[src/rtl/pow_calc_if.sv]
// Operand/result handshake bundle for the pow_calc exponentiation unit.
// The master drives operands and consumes results. The slave is the calculator.
interface pow_calc_if #(
  parameter int W  = 8,
  parameter int EW = 3
);
  logic          in_valid;
  logic          in_ready;
  logic [W-1:0]  base;
  logic [EW-1:0] exp;
  logic          out_valid;
  logic          out_ready;
  logic [W-1:0]  result;
  logic          overflow;

  modport master (
    output in_valid, base, exp, out_ready,
    input  in_ready, out_valid, result, overflow
  );

  modport slave (
    input  in_valid, base, exp, out_ready,
    output in_ready, out_valid, result, overflow
  );
endinterface

[src/rtl/pow_calc.sv]
// pow_calc: sequential base^exp using right-to-left square-and-multiply.
// The unit consumes one exponent bit per RUN cycle.
// It returns the low W bits of the power and a flag that is set when the true power does not fit.
module pow_calc #(
  parameter int W  = 8,
  parameter int EW = 3
) (
  input  logic         clk,
  input  logic         rst_n,
  pow_calc_if.slave    bus
);

  typedef enum logic [1:0] {
    S_IDLE = 2'd0,
    S_RUN  = 2'd1,
    S_DONE = 2'd2
  } state_t;

  state_t        r_state;
  state_t        w_state_next;
  logic [W-1:0]  r_acc;
  logic [W-1:0]  r_sq;
  logic [EW-1:0] r_e;
  logic          r_acc_ovf;
  logic          r_sq_ovf;
  logic          r_out_valid;

  logic [W-1:0]  w_acc_next;
  logic [W-1:0]  w_sq_next;
  logic [EW-1:0] w_e_next;
  logic          w_acc_ovf_next;
  logic          w_sq_ovf_next;
  logic          w_out_valid_next;

  logic [2*W-1:0] w_acc_prod;
  logic [2*W-1:0] w_sq_prod;
  logic [EW-1:0]  w_e_shift;
  logic           w_accept;
  logic           w_deliver;

  // Both products are computed at full double width.
  // Any nonzero upper half means the true value no longer fits in W bits.
  assign w_acc_prod = {{W{1'b0}}, r_acc} * {{W{1'b0}}, r_sq};
  assign w_sq_prod  = {{W{1'b0}}, r_sq}  * {{W{1'b0}}, r_sq};
  assign w_e_shift  = r_e >> 1;

  assign w_accept  = bus.in_valid && (r_state == S_IDLE);
  assign w_deliver = r_out_valid && bus.out_ready;

  // in_ready depends on state only.
  // The result is presented only while out_valid is high, so the outputs read zero at all other times.
  assign bus.in_ready  = (r_state == S_IDLE);
  assign bus.out_valid = r_out_valid;
  assign bus.result    = r_out_valid ? r_acc : '0;
  assign bus.overflow  = r_out_valid ? r_acc_ovf : 1'b0;

  // Next-state and datapath update for IDLE/RUN/DONE (defaults hold every register).
  always_comb begin
    w_state_next     = r_state;
    w_acc_next       = r_acc;
    w_sq_next        = r_sq;
    w_e_next         = r_e;
    w_acc_ovf_next   = r_acc_ovf;
    w_sq_ovf_next    = r_sq_ovf;
    w_out_valid_next = 1'b0;
    unique case (r_state)
      S_IDLE: begin
        if (w_accept) begin
          w_e_next       = bus.exp;
          w_acc_next     = {{(W-1){1'b0}}, 1'b1};
          w_sq_next      = bus.base;
          w_acc_ovf_next = 1'b0;
          w_sq_ovf_next  = 1'b0;
          w_state_next   = (bus.exp != '0) ? S_RUN : S_DONE;
        end
      end
      S_RUN: begin
        // sq_ovf reaches acc_ovf only when this square is actually multiplied in.
        // A trailing unused square therefore never sets the flag.
        if (r_e[0]) begin
          w_acc_next     = w_acc_prod[W-1:0];
          w_acc_ovf_next = r_acc_ovf | r_sq_ovf | (w_acc_prod[2*W-1:W] != '0);
        end
        w_sq_next     = w_sq_prod[W-1:0];
        w_sq_ovf_next = r_sq_ovf | (w_sq_prod[2*W-1:W] != '0);
        w_e_next      = w_e_shift;
        if (w_e_shift == '0) begin
          w_state_next = S_DONE;
        end
      end
      S_DONE: begin
        // out_valid goes high one cycle after DONE is entered.
        // It stays high until the consumer takes the result.
        w_out_valid_next = ~w_deliver;
        if (w_deliver) begin
          w_state_next = S_IDLE;
        end
      end
      default: begin
        w_state_next = S_IDLE;
      end
    endcase
  end

  // State register with synchronous active-low reset.
  always_ff @(posedge clk) begin
    if (!rst_n) begin
      r_state <= S_IDLE;
    end else begin
      r_state <= w_state_next;
    end
  end

  // Datapath and output-valid registers; reset discards any computation in flight.
  always_ff @(posedge clk) begin
    if (!rst_n) begin
      r_acc       <= '0;
      r_sq        <= '0;
      r_e         <= '0;
      r_acc_ovf   <= 1'b0;
      r_sq_ovf    <= 1'b0;
      r_out_valid <= 1'b0;
    end else begin
      r_acc       <= w_acc_next;
      r_sq        <= w_sq_next;
      r_e         <= w_e_next;
      r_acc_ovf   <= w_acc_ovf_next;
      r_sq_ovf    <= w_sq_ovf_next;
      r_out_valid <= w_out_valid_next;
    end
  end

endmodule

[src/flat_wrapper.sv]
// flat-port wrapper written by rule: the top's interface ports become plain ports
module pow_calc_flat 
#(
  parameter int W  = 8,
  parameter int EW = 3
)
  (clk, rst_n, bus_in_valid, bus_base, bus_exp, bus_out_ready, bus_in_ready, bus_out_valid, bus_result, bus_overflow);
  pow_calc_if #(.W(W), .EW(EW)) bus_i ();
  input  logic clk;
  input  logic rst_n;
  input wire logic [$bits(bus_i.in_valid)-1:0] bus_in_valid;
  input wire logic [$bits(bus_i.base)-1:0] bus_base;
  input wire logic [$bits(bus_i.exp)-1:0] bus_exp;
  input wire logic [$bits(bus_i.out_ready)-1:0] bus_out_ready;
  output wire logic [$bits(bus_i.in_ready)-1:0] bus_in_ready;
  output wire logic [$bits(bus_i.out_valid)-1:0] bus_out_valid;
  output wire logic [$bits(bus_i.result)-1:0] bus_result;
  output wire logic [$bits(bus_i.overflow)-1:0] bus_overflow;
  assign bus_i.in_valid = bus_in_valid;
  assign bus_i.base = bus_base;
  assign bus_i.exp = bus_exp;
  assign bus_i.out_ready = bus_out_ready;
  assign bus_in_ready = bus_i.in_ready;
  assign bus_out_valid = bus_i.out_valid;
  assign bus_result = bus_i.result;
  assign bus_overflow = bus_i.overflow;
  pow_calc #(.W(W), .EW(EW)) u_core (.clk(clk), .rst_n(rst_n), .bus(bus_i));
endmodule
[config.mk]
export PLATFORM = sky130hd
export DESIGN_NAME = pow_calc_flat
export DESIGN_NICKNAME = d
export VERILOG_FILES = /design/src/rtl/pow_calc_if.sv /design/src/rtl/pow_calc.sv /design/src/flat_wrapper.sv
export SDC_FILE = /design/constraint.sdc
export NUM_CORES = 1
export LEC_CHECK = 0
export BUFFER_PORTS_ARGS = -buffer_cell sky130_fd_sc_hd__buf_2
export CORE_MARGIN = 2
export CORE_UTILIZATION = 39
export DETAILED_ROUTE_END_ITERATION = 10
export PLACE_DENSITY = 0.67
export SYNTH_ARGS = -nofsm -noshare
export SYNTH_HDL_FRONTEND = slang
export SYNTH_SLANG_ARGS = --single-unit
[constraint.sdc]
create_clock -name clk -period 4.7 [get_ports clk]
set_clock_uncertainty 0.1 [all_clocks]
set_input_delay 0.705 -clock clk [delete_from_list [all_inputs] [get_ports clk]]
set_output_delay 0.705 -clock clk [all_outputs]
set_load 0.02 [all_outputs]
== Word level (Yosys, flattened, before mapping) ==
Cells that the tools add are included.
Word-level totals
  register bits: 24
  latch bits: 0
  RAM bits: 0
  bits in read-only memories: 0
  bits of input ports: 15
  memories kept: 0
Operators by class
  add/subtract/negate cells: 0
  $mul: 2
  divide/modulo/power cells: 0
  magnitude comparators: 0
  equality and inequality tests: 6
  shifts and indexed selects: 0
  muxes and demuxes: 18
  bitwise operators: 4
  reduce and logical (&&, ||, !) cells: 12
Operator list (number)
  8-bit by 8-bit multiplier with 16-bit output: 2
  8-bit 2-to-1 mux: 4
  8-bit case mux with 2 select lines: 2
  8-bit nonzero test: 2
  2-bit 2-to-1 mux: 4
  2-bit by 1-bit inequality test with 1-bit output (second input constant): 4
  2-bit case mux with 3 select lines: 1
  3-bit case mux with 2 select lines: 1
  3-bit AND reduction: 2
  1-bit case mux with 2 select lines: 2
  2-bit AND reduction: 2
  3-bit logical NOT: 1
  1-bit 2-to-1 mux: 3
  3-bit 2-to-1 mux: 1
  1-bit bitwise OR: 3
  3-bit nonzero test: 1
  2-bit by 1-bit == test with 1-bit output (second input constant): 1
  2-bit == test (second input constant): 1
  1-bit logical AND: 2
  2-bit logical NOT: 1
  2-bit nonzero test: 1
  1-bit inverter: 1

== Logic depth before layout (Yosys ltp) ==
Gate-level depths: netlist of the first run.
  depth after elaboration: 5
  depth in mapped cells: 20
  gate-level depth less buffers: 17

== Least setup slack after synthesis of the first run ==
OpenSTA, ideal clock, no wires.
  path type: register to register
  start point: reg u_core.r_sq[6]
  end point: reg u_core.r_acc_ovf
  library setup time: 0.120 ns
  arrival time: 4.611 ns
  required time: 4.480 ns
  slack: -0.130 ns
  cell stages (with the launch flop): 18
  buffers on the path: 2
  clock period less this slack: 4.830 ns
  cells stage by stage: dfxtp_1 -> clkbuf_1 -> clkbuf_1 -> nand2_1 -> fa_1 -> fa_1 -> inv_1 -> fa_1 -> inv_1 -> fa_1 -> inv_1 -> ha_1 -> a21oi_2 -> o21ai_2 -> a221o_1 -> a2111oi_2 -> a21oi_1 -> o31a_1
Between the ends
  word-level cells in the longest chain between the ends: 5
RTL lines
  start, declared: RTL line pow_calc.sv:22  | logic [W-1:0] r_sq;
  start signal, assigned: RTL line pow_calc.sv:125  | r_sq <= w_sq_next;
  8-bit by 8-bit multiplier with 16-bit output: RTL line pow_calc.sv:43  | assign w_acc_prod = {{W{1'b0}}, r_acc} * {{W{1'b0}}, r_sq};
  8-bit nonzero test: RTL line pow_calc.sv:82  | w_acc_ovf_next = r_acc_ovf | r_sq_ovf | (w_acc_prod[2*W-1:W] != '0);
  1-bit bitwise OR: RTL line pow_calc.sv:82
  1-bit 2-to-1 mux: RTL line pow_calc.sv:80  | if (r_e[0]) begin
  1-bit case mux with 2 select lines: RTL line pow_calc.sv:66  | unique case (r_state)
  end signal, assigned: RTL line pow_calc.sv:127  | r_acc_ovf <= w_acc_ovf_next;
  end, declared: RTL line pow_calc.sv:24  | logic r_acc_ovf;
No other way between the ends. The select of a mux whose other input is x is not followed.
A chain may end at the register's enable or synchronous reset.

== Worst setup path after layout of the first run ==
  start point: reg u_core.r_sq[2]
  end point: reg u_core.r_acc_ovf
The elaborated chain is that of the path after synthesis.

==> metrics.cfg, run 1 <==
[run_status]
outcome=finished clean

[floorplanning]
num_rows=40
die-area_um2=13300
die_y_um=115
core_area_um2=12100
ioPinCount=26
start_util=0.402
fp.dieW_um=115

[final_layout]
finish.utilization=0.458
fillCellCount=1190
area_growth_pct=14.1
antenna_cells=0
multiInputGateArea_um2=4010
nNetsFinal=773
final-seq-area_um2=502
drive_gt1_frac=0.141

[min_path]
hold_path.class=reg -> reg
hold_start=u_core.r_acc[1]$_SDFFE_PN0P_

[clock_tree]
clk_latency_ns=0.26
htreeDepth=1
cts_buffers=3
cts-root-buf=clkbuf_16
cts_tree=done
clk_pin_slew_ns=0.07
cts_hold_buf=0
clock_path_buffers=2
cts.sinks=24

[drt]
vias_per_cell=5.13
drtAntennaViolNets=0
drt-total-wl_mm=11.7
vias=4108
wl_per_cell_um=14.6
drcViolationCount=0
initialDrtViolationCount=251
dr.pass1.iters=5

[setup_path]
r2r-end=u_core.r_acc_ovf$_SDFFE_PN0P_
setup.worst_path.start_class=flip-flop
rrSetupSlack_ns=0.16
crit_path_start=u_core.r_sq[2]$_SDFFE_PN0P_
reg2reg_from=u_core.r_sq[2]$_SDFFE_PN0P_
worstPathRequired_ns=4.76
crit_path_end_kind=flip-flop
crit_end=u_core.r_acc_ovf$_SDFFE_PN0P_
critical_path_class=reg -> reg
r2r_cells=15
worstPathMaxFanout=7
arrival_ns=4.60

[sta]
setup_viol=0
rsz0062_at_grt=true
period_needed_ns=4.54
layout_setup_ws_ns=0.160
max-slew-margin-rel=0.281
slew_viol_final=0
finalCritPeriodShare=0.966
tns_ns=0
tightestPinTransition_ns=1.08
final_hold_viol_count=0
hold_slack_ns=0.414
fmax_ghz=0.220

[logic_synthesis]
syn_area_per_cell_um2=8.03
synthDistinctLibCells=45
synthesis.nets=742
yosys_warnings=0
synth-main-ff-cell=dfxtp_1
syn_inst=603
syn_area_um2=4840
synthArstFlopShare=0
synth_enable_flop_cells=0
ys_seq_elements=24
seq_area_frac_synth=0.0992

[power_and_ir_drop]
p_leak_nw=2.79
power.density_nw_per_um2=160
irDropWorstVdd_uv=111

[placed_design]
place.gp.congestion=0.848
io_buffer_count=25
place_hpwl_mm=9.58
preCtsSetupSlack_ns=-0.0573

[global_route]
grt_max_degree=22
antenna_found_initial=0
grt_pass1_vias=4176
grt_usage=0.187
grt-ovfl-total=0
grt_pass1_wl_mm=20.0

[job]
cap_violations=0

-- cells in the final DEF (no fill, tap or decap), drive strengths merged, types with 3 or more instances in the layout --
cell,synthesis,final
a211oi,3,3
a21o,8,8
a21oi,39,39
a311oi,6,6
a31oi,5,5
and2,61,61
and3,5,5
buf,0,52
clkbuf,26,3
dfxtp,24,24
fa,59,59
ha,65,65
inv,96,96
nand2,67,67
nand2b,8,8
nand3,8,8
nor2,35,35
nor2b,9,9
nor3,5,5
o211ai,4,4
o21ai,17,17
o21bai,3,3
xnor2,14,14
xor2,8,8
-- critical path, stage by stage, from the launching register on --
cell       delay [ns]
dfxtp_4          0.39
and2_1           0.16
fa_1             0.45
fa_1             0.49
inv_1            0.05
fa_1             0.55
fa_1             0.42
inv_1            0.07
ha_2             0.31
a21o_1           0.18
a21oi_2          0.14
o21ai_2          0.09
a221o_1          0.36
a2111oi_4        0.29
a21oi_1          0.07
o31a_1           0.29
-- cell usage after synthesis (2+ instances only) --
master / instances / area [um^2]
a211oi_1: 3 / 22.5
a21o_1: 8 / 60.1
a21oi_1: 38 / 190
a221o_1: 2 / 20.0
a221oi_1: 2 / 17.5
a311oi_1: 6 / 52.6
a31oi_1: 5 / 31.3
a32oi_1: 2 / 17.5
and2_1: 61 / 382
and3_1: 5 / 31.3
clkbuf_1: 26 / 97.6
dfxtp_1: 24 / 480
fa_1: 59 / 1180
ha_1: 65 / 813
inv_1: 96 / 360
mux2i_1: 2 / 20.0
nand2_1: 67 / 251
nand2b_1: 8 / 50.1
nand3_1: 8 / 40.0
nand3b_1: 2 / 15.0
nand4b_1: 2 / 17.5
nor2_1: 35 / 131
nor2b_1: 9 / 56.3
nor3_1: 5 / 25.0
nor4_1: 2 / 12.5
o211ai_1: 4 / 30.0
o21a_1: 2 / 15.0
o21ai_0: 16 / 80.1
o21bai_1: 3 / 22.5
xnor2_1: 14 / 123
xor2_1: 8 / 70.1
-- where the power goes --
part           internal, mW  switching, mW
clock                 0.170         0.0818
combinational         0.166          0.212
sequential            0.221         0.0333
-- logic make-up (layout without fill, tap and decap cells) --
kind of cell               after synthesis  in the layout  share of synthesized area
AOI/OAI and AO/OA                      100            100                      0.133
and+or+nand+nor                        208            208                      0.215
adders and majority gates              124            124                      0.412
muxes                                    3              3                    0.00646
xor gates and xnor gates                22             22                     0.0398
buffers and inverters                  122            152                     0.0945
DFF                                     24             24                     0.0992
-- state kept, by name, indices dropped and copies added, names as in the netlist --
signal and count:
u_core.r_e 3, u_core.r_sq_ovf 1, u_core.r_sq 8, u_core.r_state 2, u_core.r_acc_ovf 1, u_core.r_acc 8, u_core.bus.out_valid 1
-- worst min-delay path by stage --
stage                                   endpoint  slack (ns)  cells after the start
global placement      u_core.r_e[0]$_SDFFE_PN0P_        0.40                      2
floorplan             u_core.r_e[0]$_SDFFE_PN0P_        0.38                      2
CTS                   u_core.r_e[0]$_SDFFE_PN0P_        0.41                      2
finish              u_core.r_acc[1]$_SDFFE_PN0P_        0.41                      2
detailed placement    u_core.r_e[0]$_SDFFE_PN0P_        0.40                      2
global route        u_core.r_acc[1]$_SDFFE_PN0P_        0.45                      2
-- through the flow --
stage / power, mW / instances / instance area, um^2
finish: 0.883 / 801 / 5530
detailed placement: 0.611 / 796 / 5280
floorplan: 0.494 / 603 / 4850
global placement: 0.600 / 796 / 5280
global route: 0.944 / 801 / 5530
CTS: 0.863 / 800 / 5390
-- cell type report --
type / count / share of cell area
inverters: 96 / 0.0652
clock inverters: 1 / 0.00543
repair buffers: 52 / 0.0620
flip-flops and latches: 24 / 0.0908
well taps: 168 / 0.0380
clock buffers: 3 / 0.0136
multi-input cells: 457 / 0.725
-- routing by layer --
layer	global-route usage	vias to the layer above	wire, um
met1	0.254	2014	5480
li1	-	2016	-
met3	0.00941	12	341
met2	0.335	66	5750
met4	0.0353	0	127
met5	0	-	0
-- repair_timing --
| action | CTS | global route |
|---|---|---|
| endpoints found under the setup margin | 2 | 2 |
| resized for setup | 6 | 31 |
| buffers inserted | 0 | 1 |
| pin swaps | 0 | 10 |
Note: power is estimated with default switching activity, not from simulation.
==> run 2, diff against run 1 <==
--- a/config.mk
+++ b/config.mk
@@ -5,6 +5,7 @@
 export SDC_FILE = /design/constraint.sdc
 export NUM_CORES = 1
 export LEC_CHECK = 0
+export ABC_AREA = 1
 export BUFFER_PORTS_ARGS = -buffer_cell sky130_fd_sc_hd__buf_2
 export CORE_MARGIN = 2
 export CORE_UTILIZATION = 39
==> metrics.cfg, run 2 <==
[floorplanning]
fp.dieW_um=119  ; was 115 um
start_util=0.395  ; was 0.402
ioPinCount=26  ; unchanged
num_rows=42  ; was 40
die-area_um2=14200  ; was 13,300 um^2
core_area_um2=13100  ; was 12,100 um^2
die_y_um=119  ; was 115 um

[clock_tree]
cts-root-buf=clkbuf_16  ; unchanged
clk_latency_ns=0.26  ; about the same
cts_tree=done  ; unchanged
cts_hold_buf=0  ; unchanged
cts_buffers=3  ; unchanged
clk_pin_slew_ns=0.06  ; was 0.07 ns
cts.sinks=24  ; unchanged
clock_path_buffers=2  ; unchanged
htreeDepth=1  ; unchanged

[drt]
drt-total-wl_mm=11.4  ; was 11.7 mm
dr.pass1.iters=7  ; was 5
initialDrtViolationCount=279  ; was 251
drcViolationCount=0  ; unchanged
wl_per_cell_um=11.7  ; was 14.6 um
vias=4543  ; was 4,108
drtAntennaViolNets=0  ; unchanged
vias_per_cell=4.65  ; was 5.13

[sta]
layout_setup_ws_ns=0.262  ; was 0.160 ns
rsz0062_at_grt=false  ; was true
tns_ns=0  ; unchanged
tightestPinTransition_ns=0.552  ; was 1.08 ns
final_hold_viol_count=0  ; unchanged
fmax_ghz=0.225  ; was 0.220 GHz
finalCritPeriodShare=0.944  ; was 0.966
max-slew-margin-rel=0.632  ; was 0.281
hold_slack_ns=0.354  ; was 0.414 ns
setup_viol=0  ; unchanged
slew_viol_final=0  ; unchanged
period_needed_ns=4.44  ; was 4.54 ns

[global_route]
grt_pass1_vias=4431  ; was 4,176
use_met3=0.0187  ; was 0.00941
grt_max_degree=20  ; was 22
antenna_found_initial=0  ; unchanged
busiest_layer=met2  ; unchanged
grt_pass1_wl_mm=20.5  ; was 20.0 mm
grt_usage=0.173  ; was 0.187
grt_use_met2=0.294  ; was 0.335
use_met1=0.241  ; was 0.254
grt-ovfl-total=0  ; unchanged

[setup_path]
rrSetupSlack_ns=0.26  ; was 0.16 ns
worstPathMaxFanout=10  ; was 7
critical_path_class=reg -> reg  ; unchanged
crit_end=u_core.r_acc_ovf$_SDFFE_PN0P_  ; unchanged
crit_path_start=u_core.r_acc[4]$_SDFFE_PN0P_  ; was u_core.r_sq[2]$_SDFFE_PN0P_
worstPathRequired_ns=4.76  ; about the same
r2r_cells=19  ; was 15
setup.worst_path.start_class=flip-flop  ; unchanged
crit_path_end_kind=flip-flop  ; unchanged
reg2reg_from=u_core.r_acc[4]$_SDFFE_PN0P_  ; was u_core.r_sq[2]$_SDFFE_PN0P_
r2r-end=u_core.r_acc_ovf$_SDFFE_PN0P_  ; unchanged
arrival_ns=4.50  ; was 4.60 ns

[job]
cap_violations=0  ; unchanged

[final_layout]
drive_gt1_frac=0.0788  ; was 0.141
layout_commonest_cell=nand2_1  ; was inv_1
layout_common_cells=nand2_1 (234), inv_1 (208), ha_1 (65)  ; was inv_1 (96), nand2_1 (67), and2_1 (61)
final-seq-area_um2=488  ; was 502 um^2
multiInputGateArea_um2=3790  ; was 4010 um^2
nNetsFinal=940  ; was 773
antenna_cells=0  ; unchanged
reg.largest.list=u_core.r_acc (8), u_core.r_sq (8), u_core.r_e (3)  ; unchanged
area_growth_pct=8.62  ; was 14.1%
fillCellCount=1373  ; was 1,190

[power_and_ir_drop]
irDropWorstVdd_uv=274  ; was 111 uV
p_leak_nw=3.56  ; was 2.79 nW
power.density_nw_per_um2=286  ; was 160 nW/um^2
p_total_mw=1.61  ; was 0.883 mW

[logic_synthesis]
yosysTopAreaCellShare=0.229  ; was 0.244
synth-main-ff-cell=dfxtp_1  ; unchanged
syn_area_um2=5170  ; was 4840 um^2
yosysMostFrequentCell=nand2_1  ; was inv_1
yosys_warnings=0  ; unchanged
synthDistinctLibCells=33  ; was 45
synth.largest_area_cell=fa_1  ; unchanged
syn_inst=782  ; was 603
synthArstFlopShare=0  ; unchanged
synthesis.nets=921  ; was 742
seq_area_frac_synth=0.0930  ; was 0.0992
ys_seq_elements=24  ; unchanged
synth_enable_flop_cells=0  ; unchanged
synth_common_cells=nand2_1 (234), inv_1 (208), ha_1 (65)  ; was inv_1 (96), nand2_1 (67), ha_1 (65)
syn_area_per_cell_um2=6.61  ; was 8.03 um^2
synth_area_leaders=fa_1 (23%), nand2_1 (17%), ha_1 (16%)  ; was fa_1 (24%), ha_1 (17%), dfxtp_1 (9.9%)

[run_status]
outcome=finished clean  ; unchanged

[placed_design]
place_hpwl_mm=9.51  ; was 9.58 mm
place.gp.congestion=0.843  ; was 0.848
io_buffer_count=25  ; unchanged
preCtsSetupSlack_ns=0.128  ; was -0.0573 ns

[min_path]
hold_path.class=reg -> reg  ; unchanged

run 2: cell types whose count changed in the layout (fill, tap and decap cells not counted), sizes merged, moves of 6 or more:
cell / delta
buf: -11
xnor2: -11
nand2b: -8
and2: -61
nand4: +6
nor2b: -9
a311oi: -6
nand2: +171
a21oi: -7
nand3: +23
inv: +113
a21o: -8
run 2: worst min-delay path by stage:
stage	startpoint	slack, ns	end	cells past startpoint
after floorplan	u_core.r_acc_ovf$_SDFFE_PN0P_	0.33	u_core.r_acc_ovf$_SDFFE_PN0P_	2
after global placement	u_core.r_acc_ovf$_SDFFE_PN0P_	0.34	u_core.r_acc_ovf$_SDFFE_PN0P_	2
after detailed placement	u_core.r_acc_ovf$_SDFFE_PN0P_	0.34	u_core.r_acc_ovf$_SDFFE_PN0P_	2
after CTS	u_core.r_acc_ovf$_SDFFE_PN0P_	0.35	u_core.r_acc_ovf$_SDFFE_PN0P_	2
after global routing	u_core.r_acc_ovf$_SDFFE_PN0P_	0.38	u_core.r_acc_ovf$_SDFFE_PN0P_	2
final	u_core.r_acc_ovf$_SDFFE_PN0P_	0.35	u_core.r_acc_ovf$_SDFFE_PN0P_	2
run 2: where the power goes:
part	switching, mW	internal, mW	leakage, nW
Combinational	0.659	0.401	3.31
Clock	0.0769	0.130	0.0442
Sequential	0.0885	0.250	0.200
Total	0.824	0.781	3.56
run 2: stage by stage:
stage	utilization	std cells	area (um^2)
after detailed placement	0.422	972	5520
after global placement	0.422	972	5520
after global routing	0.429	976	5610
after floorplan	-	782	5170
final	0.429	976	5610
after CTS	0.428	976	5610
run 2: worst max-delay path, cell delays in order, from the launching register on:
cell and delay, ns:
dfxtp_1 0.61, nand2_1 0.15, fa_1 0.57, fa_1 0.44
fa_1 0.51, fa_1 0.54, inv_1 0.04, ha_1 0.34
nand2_1 0.16, inv_1 0.05, nand2_1 0.06, nand2_1 0.08
nor2_1 0.15, nor2_1 0.05, nor2_1 0.12, nand2_1 0.07
nor2_1 0.08, nand3_1 0.08, nand2_1 0.07, a21oi_1 0.05
run 2: timing repair:
| action | in CTS | in global routing |
|---|---|---|
| endpoints found under the setup margin | 0 | 2 |
| gates resized for setup | 0 | 6 |
| buffers inserted | 0 | 0 |
run 2: area by class of cell:
class | instances | area share
clock buffers | 4 | 0.0158
inverters | 209 | 0.140
multi-input cells | 522 | 0.675
flip-flops and latches | 24 | 0.0869
well taps | 176 | 0.0392
repair buffers | 41 | 0.0437
run 2: kinds of logic after synthesis:
kind of cell / Yosys count / share of synthesized area
AND/OR/NAND/NOR: 320 / 0.258
buffers and inverters: 236 / 0.174
AO/OA/AOI/OAI: 65 / 0.0673
flip-flops: 24 / 0.0930
adder cells (fa/ha/maj): 124 / 0.386
XOR/XNOR: 13 / 0.0220
run 2: metal layers:
metal,part of all wire,vias up
met4,0.013,0
li1,-,2354
met1,0.48,2071
met3,0.042,14
met2,0.46,104
met5,0,-
